==> config.mk <==
export PLATFORM = sky130hd
export DESIGN_NAME = uart_tx_fifo
export DESIGN_NICKNAME = d
export VERILOG_FILES = /design/src/rtl/uart_tx_fifo.sv
export SDC_FILE = /design/constraint.sdc
export NUM_CORES = 1
export LEC_CHECK = 0
export CAP_MARGIN = 5
export CORE_ASPECT_RATIO = 1.4
export CORE_MARGIN = 5
export CORE_UTILIZATION = 40
export DETAILED_ROUTE_END_ITERATION = 8
export PLACE_DENSITY = 0.64
export SETUP_SLACK_MARGIN = 0.2
export SYNTH_ARGS = -nofsm -noshare
export SYNTH_HDL_FRONTEND = slang
export SYNTH_SLANG_ARGS = --single-unit
==> constraint.sdc <==
create_clock -name clk -period 3.8 [get_ports clk]
set_input_delay 0.57 -clock clk [delete_from_list [all_inputs] [get_ports clk]]
set_output_delay 0.57 -clock clk [all_outputs]
set_load 0.02 [all_outputs]
==> src/rtl/uart_tx_fifo.sv <==
// UART transmitter (8N1/8E1/8O1/8N2, LSB first) fed by a small valid/ready byte FIFO.
// Each byte is latched at pop, so FIFO traffic never disturbs the frame on the line.
module uart_tx_fifo #(
    parameter int unsigned CLKS_PER_BIT = 16,
    parameter int unsigned DEPTH        = 4,
    parameter int unsigned PARITY       = 0,
    parameter int unsigned STOP_BITS    = 1
) (
    input  logic       clk,
    input  logic       rst,
    input  logic [7:0] in_data,
    input  logic       in_valid,
    output logic       in_ready,
    output logic       tx,
    output logic       busy
);

    localparam int unsigned PtrW  = $clog2(DEPTH);
    localparam int unsigned CntW  = $clog2(DEPTH + 1);
    localparam int unsigned BaudW = $clog2(CLKS_PER_BIT);
    localparam logic [BaudW-1:0] BaudLoad = BaudW'(CLKS_PER_BIT - 1);
    localparam logic [CntW-1:0]  CntFull  = CntW'(DEPTH);

    typedef enum logic [2:0] {StIdle, StStart, StData, StParity, StStop} state_e;

    logic [7:0]      mem_q [DEPTH];
    logic [PtrW-1:0] wr_ptr_q, wr_ptr_d, rd_ptr_q, rd_ptr_d;
    logic [CntW-1:0] count_q, count_d;
    state_e          state_q, state_d;
    logic [BaudW-1:0] baud_q, baud_d;
    logic [2:0]      idx_q, idx_d;
    logic            stop_idx_q, stop_idx_d;
    logic [7:0]      byte_q, byte_d;
    logic            tx_q, tx_d;
    logic            push, pop, bit_end, last_stop;

    assign in_ready  = (count_q != CntFull);
    assign busy      = (state_q != StIdle) || (count_q != '0);
    assign tx        = tx_q;
    assign push      = in_valid && in_ready;
    assign bit_end   = (baud_q == '0);
    assign last_stop = (stop_idx_q == 1'(STOP_BITS - 1));
    // Pop from IDLE, or back-to-back at the end of the last stop bit.
    assign pop = (count_q != '0) &&
                 ((state_q == StIdle) || (state_q == StStop && bit_end && last_stop));

    always_comb begin
        wr_ptr_d = push ? wr_ptr_q + 1'b1 : wr_ptr_q;
        rd_ptr_d = pop  ? rd_ptr_q + 1'b1 : rd_ptr_q;
        count_d  = count_q;
        unique case ({push, pop})
            2'b10:   count_d = count_q + 1'b1;
            2'b01:   count_d = count_q - 1'b1;
            default: count_d = count_q;
        endcase
    end

    always_comb begin
        state_d    = state_q;
        baud_d     = bit_end ? BaudLoad : baud_q - 1'b1;
        idx_d      = idx_q;
        stop_idx_d = stop_idx_q;
        byte_d     = byte_q;
        tx_d       = tx_q;
        case (state_q)
            StIdle: begin
                baud_d = '0;
                tx_d   = 1'b1;
                if (pop) begin
                    byte_d  = mem_q[rd_ptr_q];
                    tx_d    = 1'b0;
                    baud_d  = BaudLoad;
                    state_d = StStart;
                end
            end
            StStart: begin
                if (bit_end) begin
                    tx_d    = byte_q[0];
                    idx_d   = 3'd0;
                    state_d = StData;
                end
            end
            StData: begin
                if (bit_end) begin
                    if (idx_q == 3'd7) begin
                        stop_idx_d = 1'b0;
                        if (PARITY != 0) begin
                            state_d = StParity;
                            tx_d    = (PARITY == 2) ? ~^byte_q : ^byte_q;
                        end else begin
                            state_d = StStop;
                            tx_d    = 1'b1;
                        end
                    end else begin
                        idx_d = idx_q + 3'd1;
                        tx_d  = byte_q[idx_q + 3'd1];
                    end
                end
            end
            StParity: begin
                if (bit_end) begin
                    state_d    = StStop;
                    stop_idx_d = 1'b0;
                    tx_d       = 1'b1;
                end
            end
            StStop: begin
                if (bit_end) begin
                    if (!last_stop) begin
                        stop_idx_d = stop_idx_q + 1'b1;
                    end else if (pop) begin
                        byte_d  = mem_q[rd_ptr_q];
                        tx_d    = 1'b0;
                        state_d = StStart;
                    end else begin
                        tx_d    = 1'b1;
                        state_d = StIdle;
                    end
                end
            end
            default: begin
                state_d = StIdle;
                tx_d    = 1'b1;
            end
        endcase
    end

    always_ff @(posedge clk or posedge rst) begin
        if (rst) begin
            wr_ptr_q   <= '0;
            rd_ptr_q   <= '0;
            count_q    <= '0;
            state_q    <= StIdle;
            baud_q     <= '0;
            idx_q      <= '0;
            stop_idx_q <= 1'b0;
            byte_q     <= '0;
            tx_q       <= 1'b1;
        end else begin
            wr_ptr_q   <= wr_ptr_d;
            rd_ptr_q   <= rd_ptr_d;
            count_q    <= count_d;
            state_q    <= state_d;
            baud_q     <= baud_d;
            idx_q      <= idx_d;
            stop_idx_q <= stop_idx_d;
            byte_q     <= byte_d;
            tx_q       <= tx_d;
        end
    end

    // Storage needs no reset; the pointers and count define what is valid.
    always_ff @(posedge clk) begin
        if (push) begin
            mem_q[wr_ptr_q] <= in_data;
        end
    end

endmodule
## Word level (Yosys, flattened, before mapping)

Memory sizes are Yosys's and may differ from the RTL's.
Cells that the tools add are included.

- Register bits: 27
- Bits in writable memories: 32
- Input bits: 11
- Word-level logic and storage cells: 93
- Memories: 1

Memories:

| memory | words | width | read ports | clocked after memory_dff | write ports | RTL line | text |
|---|---|---|---|---|---|---|---|
| mem_q | 4 | 8 | 1 | 0 | 1 | 26 | `logic [7:0] mem_q [DEPTH];` |

- Add/sub/neg operators: 7
- $lt $le $gt $ge: 1
- Equality and inequality tests: 16
- Mux-type cells: 39
- Bitwise logic cells: 1
- Reduce and logical (&&, ||, !) cells: 19

Operators by type and width:

| operator | count |
|---|---|
| $mux 3 | 10 |
| $mux 8 | 3 |
| $mux 1 | 16 |
| $ne 2x2->1 const B | 8 |
| $pmux 8 s2 | 1 |
| $pmux 3 s5 | 1 |
| $mux 4 | 3 |
| $pmux 3 s2 | 2 |
| $reduce_and 5->1 | 2 |
| $reduce_bool 3->1 | 3 |
| $reduce_and 7->1 | 1 |
| $add 3x1->3 const B | 2 |
| $eq 3x2->1 const B | 2 |
| $eq 3x3->1 const B | 2 |
| $reduce_bool 2->1 | 3 |
| $pmux 1 s5 | 1 |
| $add 2x1->2 const B | 2 |
| $logic_and 1x1->1 | 4 |
| $logic_not 4->1 | 1 |
| $lt 3x4->1 const B | 1 |
| $reduce_and 4->1 | 1 |
| $sub 4x1->4 const B | 1 |
| $bmux 1 s3 | 1 |
| $eq 3x1->1 const B | 1 |
| 10 further kinds | 11 |

## Logic depth before layout (Yosys ltp)

Gate-level depths: netlist of run 1.

- Word-level depth: 9
- Depth in mapped cells: 12
- Gate-level depth less buffers: 10

## Least setup slack after synthesis of run 1

OpenSTA, ideal clock, no wires.

- Path type: reg2reg
- From: register baud_q[0]
- To: register count_q[2]
- Arrival time: 2.644 ns
- Required time: 3.721 ns
- Slack: 1.077 ns
- Cell stages (with the launch flop): 13
- Path buffers: 2
- Clock period less this slack: 2.723 ns
- Cells stage by stage: dfrtp_1 inv_1 ha_1 or3b_1 buf_2 a2111oi_4 buf_6 ha_1 inv_1 fa_1 xor2_1 nor2_1 xor2_1

- Cells in the longest elaborated chain, start to end: 7
- Elaborated cells between the ends (all ways): 9

RTL lines:

| item | RTL line | text |
|---|---|---|
| from (decl) | 30 | `logic [BaudW-1:0] baud_q, baud_d;` |
| from (signal assigned) | 144 | `baud_q <= baud_d;` |
| $logic_not 4->1 (*) | 41 | `assign bit_end = (baud_q == '0);` |
| $logic_and 1x1->1 (*) (2 in a row) | 45 | `((state_q == StIdle) \|\| (state_q == StStop && bit_end && last_stop));` |
| $logic_or 1x1->1 (*) | 45 |  |
| $logic_and 1x1->1 (*) | 44 | `assign pop = (count_q != '0) &&` |
| net pop | 35 | `logic push, pop, bit_end, last_stop;` |
| $eq 2x1->1 / $eq 2x2->1 (equally long branches) | 51 | `unique case ({push, pop})` |
| $pmux 3 s2 / $reduce_bool 2->1 (equally long branches) | -- |  |
| to (signal assigned) | 142 | `count_q <= count_d;` |
| to (decl) | 28 | `logic [CntW-1:0] count_q, count_d;` |

Mark *: on every way through the listed nets, which the timed path passes. The rest lies on a longest branch.
A chain may end at the register's enable or synchronous reset.

## Worst setup path in the final report of run 1

- From: register state_q[0]
- To: output busy

- Cells in the longest elaborated chain, start to end: 2

RTL lines:

| item | RTL line | text |
|---|---|---|
| from (decl) | 29 | `state_e state_q, state_d;` |
| from (signal assigned) | 133 | `state_q <= StIdle;` |
| from (signal assigned) | 143 | `state_q <= state_d;` |
| $reduce_bool 3->1 | 38 | `assign busy = (state_q != StIdle) \|\| (count_q != '0);` |
| $logic_or 1x1->1 | 38 |  |
| to (decl) | 15 | `output logic busy` |

Every way passes these cells.

==> results of run 1 <==
==> where the power goes <==
group	leakage, nW	internal, mW	total, mW	switching (mW)
Clock	0.0776	0.224	0.445	0.221
Combinational	0.460	0.0906	0.213	0.122
Sequential	0.587	0.771	0.817	0.0457
Total	1.12	1.09	1.47	0.389
==> worst max-delay path, delay by kind of cell (launching register included) <==
family,cells,cell delay [ns]
buffers and inverters,2,0.63
flip-flops,1,0.51
AND/OR/NAND/NOR,2,1.04
==> flip-flops by register name, summed over array words and instances (netlist names) <==
name      cells
baud_q        4
byte_q        8
count_q       3
idx_q         3
mem_q        32
rd_ptr_q      2
state_q       3
tx            1
wr_ptr_q      2
==> cell usage after synthesis (3+ instances only) <==
cell / number
sky130_fd_sc_hd__mux2i_1: 3
sky130_fd_sc_hd__mux4_2: 10
sky130_fd_sc_hd__nand2_1: 4
sky130_fd_sc_hd__dfrtp_1: 25
sky130_fd_sc_hd__nor2_1: 5
sky130_fd_sc_hd__inv_1: 12
sky130_fd_sc_hd__edfxtp_1: 32
sky130_fd_sc_hd__mux2_2: 11
sky130_fd_sc_hd__xnor2_1: 5
sky130_fd_sc_hd__ha_1: 8
sky130_fd_sc_hd__nor3_1: 4
sky130_fd_sc_hd__xor2_1: 3
sky130_fd_sc_hd__a21oi_1: 8
sky130_fd_sc_hd__and3_1: 5
==> layer usage <==
metal	vias to the layer above	wire length, um	track usage
met1	713	1710	0.132
li1	630	-	-
met5	-	0	0
met2	29	2340	0.190
met3	10	127	0.0338
met4	0	88	0.0688
==> cell type report <==
| class | count | area, sq um | area share |
|---|---|---|---|
| clock buffer | 10 | 128 | 0.0444 |
| clock inverter | 6 | 23.8 | 0.00828 |
| multi-input combinational | 84 | 835 | 0.291 |
| inverter | 12 | 45.0 | 0.0157 |
| tap | 72 | 90.1 | 0.0314 |
| timing repair buffer | 14 | 138 | 0.0479 |
| sequential | 58 | 1610 | 0.562 |
==> cell families after synthesis <==
group / synth area share
AO/OA/AOI/OAI: 0.0444
XOR/XNOR: 0.0276
adder cells (fa/ha/maj): 0.0474
buffers and inverters: 0.0350
flip-flops: 0.636
multiplexers: 0.149
AND/OR/NAND/NOR: 0.0602
==> metrics by stage <==
stage / setup WS, ns / cells
3_3_place_gp: 1.18 / 240
5_1_grt: 0.531 / 256
6_report: 0.717 / 256
4_1_cts: 0.703 / 256
2_1_floorplan: 1.08 / 160
3_5_place_dp: 1.04 / 240
==> final timing paths <==
check | to | depth (start not counted) | slack (ns)
worst max-delay path | busy | 4 | 0.72
worst min-delay path | baud_q[0]$_DFF_PP0_ | 1 | 0.49
worst max register to register | count_q[2]$_DFFE_PP0P_ | 10 | 1.08
worst min register to register | baud_q[0]$_DFF_PP0_ | 1 | 0.49
max in group asynchronous | byte_q[1]$_DFFE_PP0P_ | 2 | 2.42
min in group asynchronous | wr_ptr_q[0]$_DFFE_PP0P_ | 2 | 0.78
==> flow_summary.ini, run 1 <==
[drt]
drtPass1Iterations = 4
wl_per_cell_um = 16.7
vias_per_std_cell = 5.40
drt.antenna.violating_nets = 0
finalWirelength_um = 4270
routed-via-count = 1382
drtIter0Drc = 36
post-route-drc-count = 0

[critical_path]
crit_required_ns = 3.23
cp-end-kind = primary output
cp_max_fo = 12
critPathSlowestCell = sky130_fd_sc_hd__nor4_1
critPathKind = flop to primary output
cp_cell_sequence = or3_1 > nor4_1 > inv_1 > clkdlybuf4s50_1
crit_arrival_ns = 2.51
r2r_start = baud_q[0]$_DFF_PP0_
crit_path_largest_cell_delay_ns = 0.56
setup.worst_path.start = state_q[0]$_DFFE_PP0P_
critPathLaunchType = flop

[clock_tree]
cts_tree = built
cts_hold_buffers = 0
post-cts-setup-buffer-count = 0
path_clk_slew_ns = 0.06
cts-htree-levels = 3
max_clock_buf_depth = 2
clockRootBuffer = sky130_fd_sc_hd__clkbuf_8
tritoncts.num_buffers = 9
tritoncts_num_sinks = 58
cts_resized = 0
clk-insertion-delay-late_ns = 0.33

[yosys]
synthFlopType = sky130_fd_sc_hd__edfxtp_1
netlist_top_cells_area = sky130_fd_sc_hd__edfxtp_1 38%, sky130_fd_sc_hd__dfrtp_1 25%, sky130_fd_sc_hd__mux4_2 8.9%
cell_area_after_synthesis_sq_mm = 0.00254
synth.lib_cells_used.distinct = 34
synth_cells = 160
synth-seq-area-share = 0.636
synth.largest_area_cell = sky130_fd_sc_hd__edfxtp_1
ys_warn_count = 0
synth.avg_cell_area_sq_um = 15.9
postSynth.asyncResetShare = 0.448
yosys_register_bits = 58
post-synth-top-area-fraction = 0.379
mappedNetlistNets = 180
synth-edff-count = 32

[place]
portBuffers = 13
place_hpwl_um = 3000
gpl.final_weighted_congestion = 0.810
dpl-instance-area_sq_mm = 0.00272

[sta]
timing.slew.headroom = 0.342
fin_crit_sh = 0.811
final_number_of_setup_violating_endpoints = 0
timing.clock.skew_ns = 0.00669
grt_setup_unrepaired = false
finalHoldViolations = 0
timing.setup.tns_ns = 0
final.min_clock_period_ns = 3.08
finalHoldWorstSlack_ns = 0.488
transition_time_at_the_pin_with_the_least_slew_margin_ns = 0.985
number_of_pins_exceeding_their_max_slew_limit_in_the_final_report = 0
max_freq_mhz = 324

[grt]
largest_net_degree_at_the_start_of_global_routing = 27
vias_in_the_first_global_route = 1434
grt.overflow.total = 0
global_route_usage_over_all_layers = 0.116
antenna_violations_before_repair = 0
wire_length_of_the_first_global_routing_pass_um = 7110

[final_layout]
drive_above_1_share = 0.196
filler_cell_count = 545
highest_count_cells_in_the_layout_ignoring_fill_and_taps = 32 x sky130_fd_sc_hd__edfxtp_1, 25 x sky130_fd_sc_hd__dfrtp_1, 13 x sky130_fd_sc_hd__clkdlybuf4s50_1, 12 x sky130_fd_sc_hd__inv_1, 11 x sky130_fd_sc_hd__mux2_2
num-nets-final = 199
insertedDiodeCount = 0
commonest_non_fill_non_tap_cell_in_the_layout = sky130_fd_sc_hd__edfxtp_1
area_growth_syn_to_layout_pct = 13.2
finalInstanceArea_sq_mm = 0.00287
postLayoutCoreUtil = 0.462

[floorplanning]
fp.dieW_um = 77.3
core-area_sq_mm = 0.00621
fp.dieH_um = 104
number_of_placement_rows = 34
initial_core_util = 0.408
dieArea_sq_mm = 0.00806
top_level_ports = 14

[run]
max-cap-violations = 0

[worst_hold_path]
min-delay-path-class = flop to flop
worst_hold_startpoint = baud_q[0]$_DFF_PP0_

[run_status]
outcome = completed

[pwr]
totalPowerFinal_mw = 1.47
worst_ir_drop_vdd_mv = 0.252
power_density_mw_per_mm2 = 514
leak_nw = 1.12
No activity file was read; power rests on OpenSTA's default activity.
==> run 2: changes to the inputs <==
- clock period: 3.8 -> 2.9 ns (I/O delays scaled with it)
==> run 2 against run 1 <==
Final cell count grew 1.6%; wire length down 1.8%; flip-flop and latch count unchanged; die area unchanged; combinational power grew 32%; clock-buffer cell count unchanged; power grew 44%; via count is 3.4% lower; sequential power increased by 31%; cell area rose by 3.8%; non-clock buffer count is 4 higher; clock skew decreased by 0.00068 ns; critical endpoint is now count_q[2]$_DFFE_PP0P_; largest cell class unchanged.
==> flow_summary.ini, run 2 (synthesis gave the netlist of run 1 again) <==
[floorplanning]
core-area_sq_mm = 0.00621
top_level_ports = 14
fp.dieH_um = 104
dieArea_sq_mm = 0.00806
initial_core_util = 0.408
number_of_placement_rows = 34
fp.dieW_um = 77.3

[final_layout]
filler_cell_count = 546
drive_above_1_share = 0.271
max_reg_flops = 32
final_instance_count_without_filler_cells = 260
finalInstanceArea_sq_mm = 0.00298
num-nets-final = 203
area_growth_syn_to_layout_pct = 17.5
highest_count_cells_in_the_layout_ignoring_fill_and_taps = 32 x sky130_fd_sc_hd__edfxtp_1, 23 x sky130_fd_sc_hd__dfrtp_1, 12 x sky130_fd_sc_hd__inv_1, 12 x sky130_fd_sc_hd__clkdlybuf4s50_1, 11 x sky130_fd_sc_hd__mux2_2
commonest_non_fill_non_tap_cell_in_the_layout = sky130_fd_sc_hd__edfxtp_1
largest_registers = mem_q x32, byte_q x8, baud_q x4
insertedDiodeCount = 0
postLayoutCoreUtil = 0.480
regMostFlops = mem_q

[clock_tree]
cts_hold_buffers = 0
max_clock_buf_depth = 2
tritoncts.num_buffers = 9
clockRootBuffer = sky130_fd_sc_hd__clkbuf_8
path_clk_slew_ns = 0.06
cts_tree = built
clk-insertion-delay-late_ns = 0.33
cts-htree-levels = 3
tritoncts_num_sinks = 58

[grt]
grt.overflow.total = 0
vias_in_the_first_global_route = 1469
global_route_usage_over_all_layers = 0.114
antenna_violations_before_repair = 0
wire_length_of_the_first_global_routing_pass_um = 7010
largest_net_degree_at_the_start_of_global_routing = 27

[pwr]
power_frac_comb = 0.132
worst_ir_drop_vdd_mv = 0.356
power.share.switching = 0.245
totalPowerFinal_mw = 2.13
p_sw_mw = 0.522
power_density_mw_per_mm2 = 715
power_frac_clock = 0.366
power.internal_mw = 1.61
leak_nw = 1.16
pwr-share-seq = 0.502

[sta]
number_of_pins_exceeding_their_max_slew_limit_in_the_final_report = 0
timing.slew.headroom = 0.341
finalHoldWorstSlack_ns = 0.502
finalHoldViolations = 0
grt_setup_unrepaired = true
final_number_of_setup_violating_endpoints = 0
final.min_clock_period_ns = 2.56
timing.setup.tns_ns = 0
fin_crit_sh = 0.882
transition_time_at_the_pin_with_the_least_slew_margin_ns = 0.987
timing.clock.skew_ns = 0.00601
max_freq_mhz = 391
final_critical_path_setup_slack_ns = 0.342

[drt]
wl_per_cell_um = 16.1
drtIter0Drc = 73
drt.antenna.violating_nets = 0
post-route-drc-count = 0
routed-via-count = 1335
drtPass1Iterations = 4
vias_per_std_cell = 5.13
finalWirelength_um = 4190

[place]
gpl.final_weighted_congestion = 0.714
portBuffers = 13
post-place-cells = 241
dpl-instance-area_sq_mm = 0.00273
detailedPlace.worstSlack_ns = 0.218
place_hpwl_um = 3020

[critical_path]
crit_required_ns = 3.15
critPathLaunchType = flop
crit_path_largest_cell_delay_ns = 0.42
cp-end-kind = flop
setup.worst_path.start = baud_q[1]$_DFF_PP0_
crit_arrival_ns = 2.81
r2r_start = baud_q[1]$_DFF_PP0_
critPathSlowestCell = sky130_fd_sc_hd__or3b_4
critPathKind = flop to flop
cp_max_fo = 5
cp_cell_sequence = inv_1 > ha_2 > or3b_4 > a2111oi_4 > ha_2 > inv_1 > fa_2 > xor2_1 > nor2_1 > xor2_1

[worst_hold_path]
worst_hold_startpoint = byte_q[2]$_DFFE_PP0P_
min-delay-path-class = flop to flop

[run]
max-cap-violations = 0

[run_status]
outcome = completed
[run 2: cell types whose count changed in the layout (fill, tap and decap cells not counted), moves of 2 or more]
cell | previous run | this run
sky130_fd_sc_hd__dfrtp_2 | 0 | 2
sky130_fd_sc_hd__bufinv_16 | 0 | 2
sky130_fd_sc_hd__clkinv_1 | 5 | 1
sky130_fd_sc_hd__buf_4 | 1 | 5
sky130_fd_sc_hd__dfrtp_1 | 25 | 23
sky130_fd_sc_hd__ha_1 | 8 | 6
sky130_fd_sc_hd__ha_2 | 0 | 2
[run 2: power by group through the flow]
stage | combinational [mW] | clock [mW] | sequential (mW)
final | 0.281 | 0.779 | 1.07
after global routing | 0.322 | 0.833 | 1.09
after CTS | 0.286 | 0.803 | 1.07
after detailed placement | 0.284 | 0 | 1.09
after global placement | 0.266 | 0 | 1.07
after floorplan | 0.197 | 0 | 1.07
[run 2: repair_timing]
item | 4_1_cts | 5_1_grt
setup buffers | 0 | 3
setup endpoints to repair | 0 | 2
resized for setup | 0 | 8
hold endpoints to repair | 0 | 0
[run 2: worst max-delay path: cells and delay by family (launching register included)]
kind,cells,cell delay (ns)
xor+xnor,2,0.30
compound gates,1,0.39
buf+inv,2,0.12
fa+ha+maj,3,0.75
simple gates,2,0.54
flops,1,0.38
[run 2: path summary, 6_finish.rpt]
kind	slack [ns]	cells past startpoint	end
worst max-delay path	0.34	10	count_q[2]$_DFFE_PP0P_
worst min-delay path	0.50	1	byte_q[2]$_DFFE_PP0P_
worst max register to register	0.34	10	count_q[2]$_DFFE_PP0P_
worst min register to register	0.50	1	byte_q[2]$_DFFE_PP0P_
max in group asynchronous	1.59	2	state_q[1]$_DFFE_PP0P_
min in group asynchronous	0.64	2	wr_ptr_q[0]$_DFFE_PP0P_
[run 2: final cells by class]
cell class | instances | area (sq um) | area share
clock buffer | 10 | 128 | 0.0428
tap | 72 | 90.1 | 0.0302
sequential | 58 | 1620 | 0.542
inverter | 12 | 45.0 | 0.0151
timing repair buffer | 18 | 170 | 0.0571
multi-input combinational | 84 | 851 | 0.285
clock inverter | 6 | 81.3 | 0.0273
[run 2: metal layers]
layer / share of wire / track usage / vias to the layer above
met5: 0 / 0 / -
met4: 0.030 / 0.0663 / 0
met3: 0.029 / 0.0312 / 9
met1: 0.39 / 0.125 / 662
li1: - / - / 645
met2: 0.55 / 0.193 / 19
